[config.mk]
export PLATFORM = sky130hd
export DESIGN_NAME = ds_instr_queue
export DESIGN_NICKNAME = d
export VERILOG_FILES = /design/src/rtl/super_pkg.sv /design/src/rtl/ds_instr_queue.sv
export SDC_FILE = /design/constraint.sdc
export NUM_CORES = 1
export LEC_CHECK = 0
export CAP_MARGIN = 20
export CORE_MARGIN = 2
export CORE_UTILIZATION = 63
export CTS_BUF_LIST = sky130_fd_sc_hd__clkbuf_16
export CTS_CLUSTER_DIAMETER = 80
export CTS_CLUSTER_SIZE = 40
export DETAILED_ROUTE_END_ITERATION = 7
export DONT_BUFFER_PORTS = 1
export PLACE_DENSITY_LB_ADDON = 0.25
export SLEW_MARGIN = 20
export SYNTH_ARGS = -nofsm -noshare
export SYNTH_HDL_FRONTEND = slang
export SYNTH_SLANG_ARGS = --single-unit
[constraint.sdc]
create_clock -name clk_i -period 38.3 [get_ports clk_i]
set_clock_uncertainty 0.2 [all_clocks]
set_input_delay 7.66 -clock clk_i [delete_from_list [all_inputs] [get_ports clk_i]]
set_output_delay 7.66 -clock clk_i [all_outputs]
set_load 0.02 [all_outputs]
[src/rtl/super_pkg.sv]
// Shared front-end types.
//   ir_reg_t       : decompressed, predicted instruction handed from IF onward
//   IqDepthDefault : default instruction-queue depth
//   iq_cnt_t       : occupancy counter type sized for the default depth
`timescale 1ns/1ps
package super_pkg;

    typedef struct packed {
        logic [31:0] pc;
        logic [31:0] instr;
        logic        pred_taken;
        logic        is_rvc;
    } ir_reg_t;

    localparam int unsigned IqDepthDefault = 4;
    localparam int unsigned IqCntWDefault  = $clog2(IqDepthDefault + 1);

    typedef logic [IqCntWDefault-1:0] iq_cnt_t;

endpackage

[src/rtl/ds_instr_queue.sv]
// Dual-issue instruction queue between fetch and decode/issue.
// Accepts up to two instructions per cycle from IF, presents up to two
// in-order instructions per cycle to decode, and is emptied by a PC redirect.
//
// Ports:
//   clk_i, rst_i           clock, synchronous active-high reset
//   if_valid_i[1:0]        IF valid (00/01/11; 10 is illegal and treated as 00)
//   if_instr0_i/1_i        older/younger IF instruction
//   ds_rdy_o[1:0]          ready to IF: bit0 >=1 free entry, bit1 >=2 free
//   flush_i                PC redirect: drop contents and this cycle's traffic
//   iq_valid_o[1:0]        head / head+1 valid
//   iq_instr0_o/1_o        head / head+1 instruction
//   issue_rdy_i[1:0]       decode consumes; bit1 only counts with bit0
//   iq_count_o             registered occupancy
//
// Build option: define IQ_BYPASS_EN to forward pushes straight to the
// outputs when the queue is empty (zero-cycle latency). ds_rdy_o stays
// registered-only in both builds.
`timescale 1ns/1ps
module ds_instr_queue
    import super_pkg::*;
#(
    parameter  int unsigned Depth = IqDepthDefault,
    localparam int unsigned CntW  = $clog2(Depth + 1)
) (
    input  logic            clk_i,
    input  logic            rst_i,
    input  logic [1:0]      if_valid_i,
    input  ir_reg_t         if_instr0_i,
    input  ir_reg_t         if_instr1_i,
    output logic [1:0]      ds_rdy_o,
    input  logic            flush_i,
    output logic [1:0]      iq_valid_o,
    output ir_reg_t         iq_instr0_o,
    output ir_reg_t         iq_instr1_o,
    input  logic [1:0]      issue_rdy_i,
    output logic [CntW-1:0] iq_count_o
);

    localparam int unsigned PtrW = $clog2(Depth);

    ir_reg_t         mem_q [Depth];
    logic [PtrW-1:0] rd_ptr_q, rd_ptr_d;
    logic [PtrW-1:0] wr_ptr_q, wr_ptr_d;
    logic [CntW-1:0] count_q, count_d;
    logic [1:0]      ds_rdy_q, ds_rdy_d;

    logic            push0, push1, pop0, pop1;
    logic [1:0]      npush, npop;
    logic            bypass_act;
    logic [1:0]      iq_valid_c;
    ir_reg_t         head0_c, head1_c;
    logic            we0, we1;
    ir_reg_t         wdata0, wdata1;

    // Free-slot decode; only ever applied to the next registered count.
    function automatic logic [1:0] rdy_decode(input logic [CntW-1:0] cnt);
        rdy_decode = {cnt <= CntW'(Depth - 2), cnt <= CntW'(Depth - 1)};
    endfunction

    // Handshakes, output selection and next-state computation.
    always_comb begin
        push0 = if_valid_i[0] & ds_rdy_q[0];
        push1 = if_valid_i[1] & ds_rdy_q[1] & push0;
        npush = {1'b0, push0} + {1'b0, push1};

        bypass_act = 1'b0;
        iq_valid_c = {count_q >= CntW'(2), count_q >= CntW'(1)};
        head0_c    = mem_q[rd_ptr_q];
        head1_c    = mem_q[rd_ptr_q + PtrW'(1)];
`ifdef IQ_BYPASS_EN
        // Empty queue: show this cycle's pushes directly.
        if ((count_q == '0) && !flush_i) begin
            bypass_act = 1'b1;
            iq_valid_c = {push1, push0};
            head0_c    = if_instr0_i;
            head1_c    = if_instr1_i;
        end
`endif

        pop0 = iq_valid_c[0] & issue_rdy_i[0];
        pop1 = iq_valid_c[1] & issue_rdy_i[1] & pop0;
        npop = {1'b0, pop0} + {1'b0, pop1};

        we0      = push0;
        we1      = push1;
        wdata0   = if_instr0_i;
        wdata1   = if_instr1_i;
        wr_ptr_d = wr_ptr_q + PtrW'(npush);
        rd_ptr_d = rd_ptr_q + PtrW'(npop);
        count_d  = count_q + CntW'(npush) - CntW'(npop);

        // Bypassed instructions that decode took are never stored; the
        // survivor (if any) lands at wr_ptr, which equals rd_ptr when empty.
        if (bypass_act) begin
            rd_ptr_d = rd_ptr_q;
            wr_ptr_d = wr_ptr_q + PtrW'(npush - npop);
            if (pop0) begin
                we0    = push1 & ~pop1;
                wdata0 = if_instr1_i;
                we1    = 1'b0;
            end
        end

        if (flush_i) begin
            rd_ptr_d = '0;
            wr_ptr_d = '0;
            count_d  = '0;
            we0      = 1'b0;
            we1      = 1'b0;
        end

        ds_rdy_d = rdy_decode(count_d);
    end

    // Pointer / occupancy / ready registers.
    always_ff @(posedge clk_i) begin
        if (rst_i) begin
            rd_ptr_q <= '0;
            wr_ptr_q <= '0;
            count_q  <= '0;
            ds_rdy_q <= 2'b11;
        end else begin
            rd_ptr_q <= rd_ptr_d;
            wr_ptr_q <= wr_ptr_d;
            count_q  <= count_d;
            ds_rdy_q <= ds_rdy_d;
            assert (if_valid_i != 2'b10)
            else $warning("ds_instr_queue: if_valid_i=10 is not a legal pattern, treated as 00");
        end
    end

    // Entry storage; contents are don't-care after reset.
    always_ff @(posedge clk_i) begin
        if (we0) mem_q[wr_ptr_q] <= wdata0;
        if (we1) mem_q[wr_ptr_q + PtrW'(1)] <= wdata1;
    end

    assign ds_rdy_o    = ds_rdy_q;
    assign iq_valid_o  = iq_valid_c;
    assign iq_instr0_o = head0_c;
    assign iq_instr1_o = head1_c;
    assign iq_count_o  = count_q;

endmodule

==> key figures <==
Power
  – Internal: 0.0005080 W
  – Switching pwr: 0.0002187 W
  – PD cells: 46.47 mW/mm2
  – Sw Share: 0.3009
  – Logic pwr share: 0.241
  – Clk pwr share: 0.247
  – Cell leakage power: 4.821 nW
  – Sequential Power Share: 0.511
  – Worst vdd ir: 0.04160 mV

Critical path
  – Reg-to-reg slack, setup: 35.24 ns
  – Worst r2r src: ds_rdy_o[1]$_SDFF_PP1_
  – CP max FO: 68
  – Worst Setup SP: rd_ptr_q[1]$_SDFF_PP0_
  – Worst Setup End Kind: output pin
  – Crit-path max cell delay: 0.98 ns
  – Worst setup path end: iq_instr0_o[4]
  – Kind of start point of the critical path: flop
  – Worst R2R Path Depth: 4
  – Reg2reg end: mem_q[2][50]$_DFFE_PP_
  – Stages on the worst setup path: 2
  – Worst Path Required: 30.44 ns
  – WP data arrival: 2.90 ns
  – Worst path bufs/invs: 1
  – Crit Path Category: reg -> out
  – CP top delay family: flip-flops
  – Slowest CP cell: dfxtp_4
  – Worst path cell trace: buf_4, mux4_2

Synth
  – Distinct cell type count after synthesis: 33
  – Synthesized flop and latch total: 273
  – Mux cell area share after synthesis: 0.4085
  – Mean Syn Cell Area: 19.00 um2
  – Xor-xnor portion of the synthesized cell area: 0.003546
  – Synth warnings: 0
  – Asr flop ratio synth: 0
  – Top post-synthesis cells by area: edfxtp_1 (53%), mux4_2 (20%), mux2_2 (18%)
  – Largest family of logic cells by synthesized area: multiplexers
  – Area leader, netlist: edfxtp_1
  – Post-synthesis simple-gate area fraction: 0.01064
  – Cell Area, Synth: 0.01482 mm2
  – Synth Area in Adders: 0.006079
  – Synth Area in Compound Gates: 0.002702
  – Post-synthesis sequential area ratio: 0.5471
  – Post-synth EDFFs: 264
  – Mapped Nets: 925
  – Top-area cell type share of the netlist area: 0.5349
  – Mapped Cells: 780
  – Prevailing post-synth register cell: edfxtp_1

Status
  – Run status: finished clean

STA
  – Worst-margin pin slew: 1.017 ns
  – Final hold vios: 0
  – Post-route clock period utilization: 0.2809
  – Setup WS post-layout: 27.54 ns
  – RSZ-0062 raised after global routing: no
  – Peak Freq: 92.95 MHz
  – Post-route minimum period: 10.76 ns
  – Pins over their slew limit: 0
  – Worst slew margin: 0.3221
  – Setup TNS: 0 ns
  – Setup-failing EPs final: 0

Clock tree
  – Clk Latency, worst-skew pair: 0.48 ns
  – CTS root buf: clkbuf_16
  – CTS clock-pin slew for the worst setup and hold paths: 0.09 ns
  – Cts repair resizes: 0
  – H-Tree Level Count: 1
  – Clock Sinks: 273
  – CTS tree: done
  – CTS Hold Bufs: 0
  – Clock tree buffer depth: 3
  – CTS Buf Count: 14
  – Post-CTS setup buffers: 0

Die
  – # IOs: 278
  – Initial Utilization: 0.6371
  – Die W: 157.4 um
  – Core area: 0.02326 mm2
  – Placement Rows: 56
  – Chip height: 157.4 um
  – Die Area: 0.02477 mm2

Cells and area
  – FF/Latch Area: 0.008115 mm2
  – Final nets: 897
  – Fillers: 1,513
  – Fin cells: 1,079
  – Multi-input gate area: 0.006442 mm2
  – Proportion of layout cells with a drive suffix above 1: 0.5908
  – Synthesis-to-layout area growth: 5.504%
  – Diode count: 0

Global route
  – First-pass GRT wire length: 48,290 um
  – Tot GR Track Use: 0.2600
  – GRT overflow: 0
  – Number of global-route vias before repair: 8,365
  – Initial antenna violation count: 0
  – Largest net degree at the start of global routing: 69

Routing
  – Wl on met1: 11,780 um
  – Routed len/inst: 30.07 um
  – Via Count: 7,675
  – Drt initial violations: 599
  – Post-route ant nets: 0
  – Max layer used: met4
  – DRC errors left: 0
  – DR vias/cell: 7.113
  – DRT Pass-1 Iters: 5
  – Final WL: 32,450 um
  – Detailed-routed wire length on met2: 16,630 um
  – Met3 WL: 3323 um

Placed design
  – GP Congestion: 0.7859
  – Pre-CTS setup slack: 28.03 ns
  – IO buf count: 0
  – DP Wirelength: 20,660 um
  – Number of instances in the placed design: 1,053

Run
  – Max_cap viols: 0

Hold path
  – HP Class: reg -> reg
-- cells by family (layout without fill, tap and decap cells) --
| family | Yosys count | count (layout) |
|---|---|---|
| DFF | 273 | 273 |
| muxes | 396 | 396 |
| AOI/OAI and AO/OA | 6 | 6 |
| xor gates and xnor gates | 6 | 6 |
| and+or+nand+nor | 26 | 26 |
| adders and majority gates | 6 | 6 |
| buffers and inverters | 67 | 47 |
-- area by class of cell --
cell class,instances,area share
multi-input cells,440,0.4120
flip-flops and latches,273,0.5190
clock buffers,15,0.02401
repair buffers,17,0.01104
inverters,6,0.001440
well taps,319,0.02553
clock inverters,9,0.006962
-- per-stage QoR --
| step | total power (W) | instance area [um2] | hold WS [ns] | utilization |
|---|---|---|---|---|
| global route | 0.0007537 | 15640 | 0.5779 | 0.6722 |
| detailed placement | 0.0005541 | 15100 | 0.5147 | 0.6493 |
| CTS | 0.0007308 | 15590 | 0.5367 | 0.6701 |
| finish | 0.0007267 | 15640 | 0.5366 | 0.6722 |
| floorplan | 0.0005257 | 14820 | 0.3492 | - |
| global placement | 0.0005482 | 15080 | 0.4955 | 0.6485 |
-- worst min-delay path: cells and delay by family, from the launching register on --
kind	cells	cell delay [ns]
XOR/XNOR	1	0.21
flip-flops	1	0.43
AND/OR/NAND/NOR	1	0.07
-- registers in the layout, indices dropped and copies added, names as in the netlist --
name,cells
ds_rdy_o,2
rd_ptr_q,2
mem_q,264
wr_ptr_q,2
iq_count_o,3
-- worst min path at each step --
stage | startpoint | end | cells past startpoint
final | iq_count_o[2]$_SDFF_PP0_ | ds_rdy_o[0]$_SDFF_PP1_ | 2
after global routing | iq_count_o[2]$_SDFF_PP0_ | ds_rdy_o[0]$_SDFF_PP1_ | 2
after CTS | iq_count_o[2]$_SDFF_PP0_ | ds_rdy_o[0]$_SDFF_PP1_ | 2
after detailed placement | iq_count_o[2]$_SDFF_PP0_ | ds_rdy_o[0]$_SDFF_PP1_ | 2
after global placement | iq_count_o[2]$_SDFF_PP0_ | ds_rdy_o[0]$_SDFF_PP1_ | 2
after floorplan | rd_ptr_q[0]$_SDFF_PP0_ | rd_ptr_q[0]$_SDFF_PP0_ | 2
-- power by group through the flow --
stage	Clock (W)	Combinational [W]	Sequential [W]
2_1_floorplan	0	0.000151	0.000375
3_3_place_gp	0	0.000172	0.000376
3_5_place_dp	0	0.000176	0.000378
4_1_cts	0.000182	0.000177	0.000372
5_1_grt	0.000193	0.000186	0.000374
6_report	0.000180	0.000175	0.000372
-- cell usage after synthesis (2+ instances only) --
master / n
nand2_1: 3
buf_2: 29
fa_1: 2
mux2_2: 235
buf_1: 12
mux2_4: 29
nor2_1: 3
mux4_2: 132
nor2b_1: 2
ha_1: 4
inv_1: 6
buf_6: 4
a21oi_1: 2
and2_1: 4
xnor2_1: 5
dfxtp_1: 9
nand4b_1: 2
edfxtp_1: 264
clkbuf_1: 16
nor3_1: 4
-- cells in the final DEF (no fill, tap or decap), types with 2 or more instances in the layout --
cell	n
edfxtp_1	264
mux2_2	235
mux4_2	132
mux2_4	29
clkbuf_16	15
buf_4	14
dfxtp_1	7
inv_1	6
xnor2_1	5
and2_1	4
ha_1	4
nand2_1	3
nor3_1	3
clkinvlp_4	3
nand4b_1	2
a21oi_1	2
nor2_4	2
nor2b_1	2
fa_1	2
inv_8	2
buf_12	2
dfxtp_4	2
-- per-layer routing --
layer,vias to the layer above,global-route usage
li1,3217,-
met1,4087,0.3192
met2,328,0.4431
met3,43,0.08728
met4,0,0.07273
met5,-,0
No activity file was read; power rests on OpenSTA's default activity.
==> variant 1, RTL diff (same flow settings) <==
Put one more register stage on the output `iq_count_o`, with the module's reset. The value now appears one clock later. The other outputs are not delayed to match. Comments in the files are not updated.
--- a/src/rtl/ds_instr_queue.sv
+++ b/src/rtl/ds_instr_queue.sv
@@ -142,3 +142,9 @@
     assign iq_instr1_o = head1_c;
-    assign iq_count_o  = count_q;
+    always_ff @(posedge clk_i) begin
+        if (rst_i) begin
+            iq_count_o <= '0;
+        end else begin
+            iq_count_o <= count_q;
+        end
+    end
 
Behaviour: not the same (a bounded check fails within 4 cycles, from zero or initial values and one cycle with rst_i high).
==> variant 1 against the original RTL <==
Critical path depth unchanged; global-route usage up 0.12 points; wire length up 1.0%; first-iteration DRC count down 11%; power is 0.16% lower; largest cell class unchanged; sequential cell count rose by 3; design area up 0.77%; synthesized cell count rose by 0.77%; synthesized area up 1.3%; setup slack worse by 0.015 ns.
==> variant 1: results (changes against the original RTL) <==
[place]
dp_slack_ns=27.89  ; -0.138 ns
gp_congestion=0.747  ; -5.0%
dp_hpwl_um=20600  ; -0.14%
port_buffers=0  ; unchanged

[flow_run]
maxCapViolations=0  ; unchanged

[cells_and_area]
fin_nets=905  ; +0.89%
largest_registers=mem_q: 264 flops, count_q: 3 flops, iq_count_o: 3 flops
drive_above_1_share=0.371  ; -0.220

[global_route]
grt_first_pass_wirelength_um=48700  ; +0.86%
track_usage=0.261  ; +0.00122
grt_max_degree=72  ; +4.3%
antenna_found_initial=0  ; unchanged
first_global_vias=8256  ; -1.3%

[status]
status=completed

[clock_network]
cts_made_buffers=14  ; unchanged
clk_latency_ns=0.49
cts_htree_levels=1  ; unchanged
clk_pin_slew_ns=0.10
cts_setup_buffers=0  ; unchanged
ctsResizeCount=0  ; unchanged
ctsLongestPathBuffers=3  ; unchanged
cts_root_buf=clkbuf_16

[logic_synthesis]
synth.area.top_cells=edfxtp_1 (53%), mux4_2 (20%), mux2_1 (12%)
synth_top_area_cell=edfxtp_1
synth-edff-count=264  ; unchanged
synthArstFlopShare=0  ; unchanged
synth_fp_nets=931  ; +0.65%
synth-seq-area-share=0.544  ; -0.00288
synthTopCellsByCount=edfxtp_1 (264), mux2_1 (158), mux4_2 (132)
ys_warn_count=0  ; unchanged
post_synth_num_cell_types=33  ; unchanged

[timing]
slew_headroom=0.351  ; +0.0286

[power_and_ir_drop]
power.leakage_nw=4.95  ; +2.7%
p_sw_mw=0.216  ; -1.4%
peakVddDrop_mv=0.0364  ; -13%

[detailed_routing]
routed_wirelength_um=32800  ; +1.0%
drt_iter0_drc=531  ; -11%
vias=7680  ; +0.065%
firstDrtPassIters=5  ; unchanged

[setup_path]
critPathArrivalTime_ns=2.91  ; about the same
crit_fanout=71  ; +4.4%

[hold_path]
hold_class=flop to flop

==> variant 1: critical path, stage by stage (launching register included) <==
cell     delay (ns)
dfxtp_4        0.91
buf_4          0.87
mux4_2         0.53
==> variant 1: layer usage <==
metal  GRT usage  wire (µm)
met5           0          0
met4      0.0725        737
met3      0.0923       3550
met2       0.447      16800
met1       0.317      11700
==> variant 1: power by group through the flow <==
stage | Combinational [mW] | Clock (mW) | Sequential, mW
6_report | 0.176 | 0.175 | 0.374
5_1_grt | 0.187 | 0.189 | 0.377
4_1_cts | 0.178 | 0.178 | 0.374
3_5_place_dp | 0.177 | 0 | 0.381
3_3_place_gp | 0.173 | 0 | 0.379
2_1_floorplan | 0.152 | 0 | 0.375
==> variant 1: path summary, 6_finish.rpt <==
path	startpoint	end	slack, ns	cells after the start
worst max-delay path	rd_ptr_q[1]	iq_instr0_o[62]	27.53	2
worst max register to register	count_q[1]	ds_rdy_o[1]	35.37	10
worst min-delay path	count_q[0]	iq_count_o[0]	0.31	1
worst min register to register	count_q[0]	iq_count_o[0]	0.31	1
==> variant 1: stage by stage <==
step	power, mW	utilization	std cells	area, µm²
3_5_place_dp	0.558	0.651	1061	15200
4_1_cts	0.731	0.671	1085	15700
5_1_grt	0.754	0.673	1087	15800
2_1_floorplan	0.527	-	786	15000
6_report	0.726	0.673	1087	15800
3_3_place_gp	0.552	0.650	1060	15200
==> variant 1: cells by family after synthesis <==
logic type      count (synthesis)  share of synthesized area
buf+inv                        64                     0.0252
mux                           396                      0.406
xor+xnor                        6                    0.00350
compound gates                  4                    0.00150
flops                         276                      0.544
fa+ha+maj                       6                    0.00600
simple gates                   34                     0.0135
==> variant 1: cell type report <==
type                            count  area, µm²
Inverter                            6       22.5
Tap cell                          319        399
Clock inverter                      9       85.1
Fill cell                        1577       7650
Clock buffer                       15        375
Timing Repair Buffer               16        180
Sequential cell                   276       8180
Multi-Input combinational cell    446       6520
==> variant 2, RTL diff (same flow settings) <==
Without the edit above. Add a define of `IQ_BYPASS_EN`.
--- a/src/rtl/ds_instr_queue.sv
+++ b/src/rtl/ds_instr_queue.sv
@@ -19,2 +19,4 @@
 `timescale 1ns/1ps
+`define IQ_BYPASS_EN
+
 module ds_instr_queue
Behaviour: not the same (Yosys sat finds a counterexample within 4 cycles, from zero or initial values and one cycle with rst_i high).
==> variant 2 against the original RTL <==
Sequential cell count grew 2; synthesized area grew 15%; wire length grew 26%; synthesized cell count grew 58%; setup slack lost 6.7 ns; design area grew 12%.
Power is not compared: it rests on default switching activity, and its combinational part moved more than twofold at a synthesized area within 25%.
==> variant 2: results (changes against the original RTL) <==
[setup_path]
reg2reg_slack_ns=34.67  ; -0.57 ns
cpPeakStageDelay_ns=0.68  ; -0.30 ns
critPathArrivalTime_ns=9.55  ; +6.65 ns
cpLargestDelayFamily=buffers and inverters
cp_slowest_cell=buf_4
crit_fanout=73  ; +7.4%
startpoint=flush_i
crit_end=iq_instr0_o[56]
rr_endpoint=mem_q[2][26]

[detailed_routing]
routedLengthMet1_um=15800  ; +34%
routed_wirelength_um=40800  ; +26%
drt_iter0_drc=916  ; +53%
dr_wl_met2_um=21100  ; +27%
vias_per_cell=6.77  ; -4.8%
firstDrtPassIters=7  ; +2

[hold_path]
hold_start=wr_ptr_q[1]
hold_depth=3  ; +1
hold_end=wr_ptr_q[1]

[global_route]
grt_util_met2=0.500  ; +0.0573
grt_first_pass_wirelength_um=61200  ; +27%
grtUsageMet1=0.378  ; +0.0590
grt_max_degree=75  ; +8.7%
grtUsageMet3=0.0465  ; -0.0407

[status]
status=completed

[power_and_ir_drop]
p_seq_frac=0.400

[cells_and_area]
drive_above_1_share=0.286  ; -0.305
fin_cells=1529  ; +42%
fin_nets=1326  ; +48%

[logic_synthesis]
ys_warn_count=0  ; unchanged
synth_top_area_frac=0.467  ; -0.0682
synth_fp_nets=1378  ; +49%
synth-seq-area-share=0.480  ; -0.0674
netlist_instances=1232  ; +58%
post_synth_num_cell_types=43  ; +30%
synthTopCellsByCount=nand2_1 (402), edfxtp_1 (264), mux4_2 (132)

[timing]
holdWs_ns=0.604  ; +0.0670 ns
worst-slew-pin-transition_ns=1.16  ; +0.142 ns

[clock_network]
clk_pin_slew_ns=0.11  ; +0.02 ns
clk_latency_ns=0.50  ; +0.02 ns

[place]
dp_hpwl_um=24800  ; +20%
dp_slack_ns=20.88  ; -7.15 ns

[variant 2: cell type report]
cell class | count | area, µm²
fillers | 1996 | 9270
inverters | 6 | 22.5
clock buffers | 15 | 375
clock inverters | 9 | 85.1
repair buffers | 23 | 185
well taps | 341 | 427
flip-flops and latches | 275 | 8160
multi-input cells | 860 | 8200
[variant 2: worst register-to-register path, cell delays in order (launching register included)]
cell      delay, ns
dfxtp_1        0.62
nand4_1        0.29
o21ai_0        0.38
nand3b_1       0.17
a21oi_4        0.87
buf_4          0.72
[variant 2: logic make-up (layout without fill, tap and decap cells)]
logic type      after synthesis  after routing  synth area share
xor+xnor                      5              5           0.00258
flops                       275            275             0.480
fa+ha+maj                     7              7           0.00604
buf+inv                      97             53            0.0407
compound gates               14             14           0.00692
simple gates                434            434             0.103
mux                         400            400             0.361
[variant 2: stage by stage]
step / power (mW) / area [µm²]
floorplan: 0.769 / 17000
global placement: 0.826 / 17000
detailed placement: 0.834 / 17000
CTS: 1.01 / 17400
global route: 1.05 / 17500
finish: 1.00 / 17500
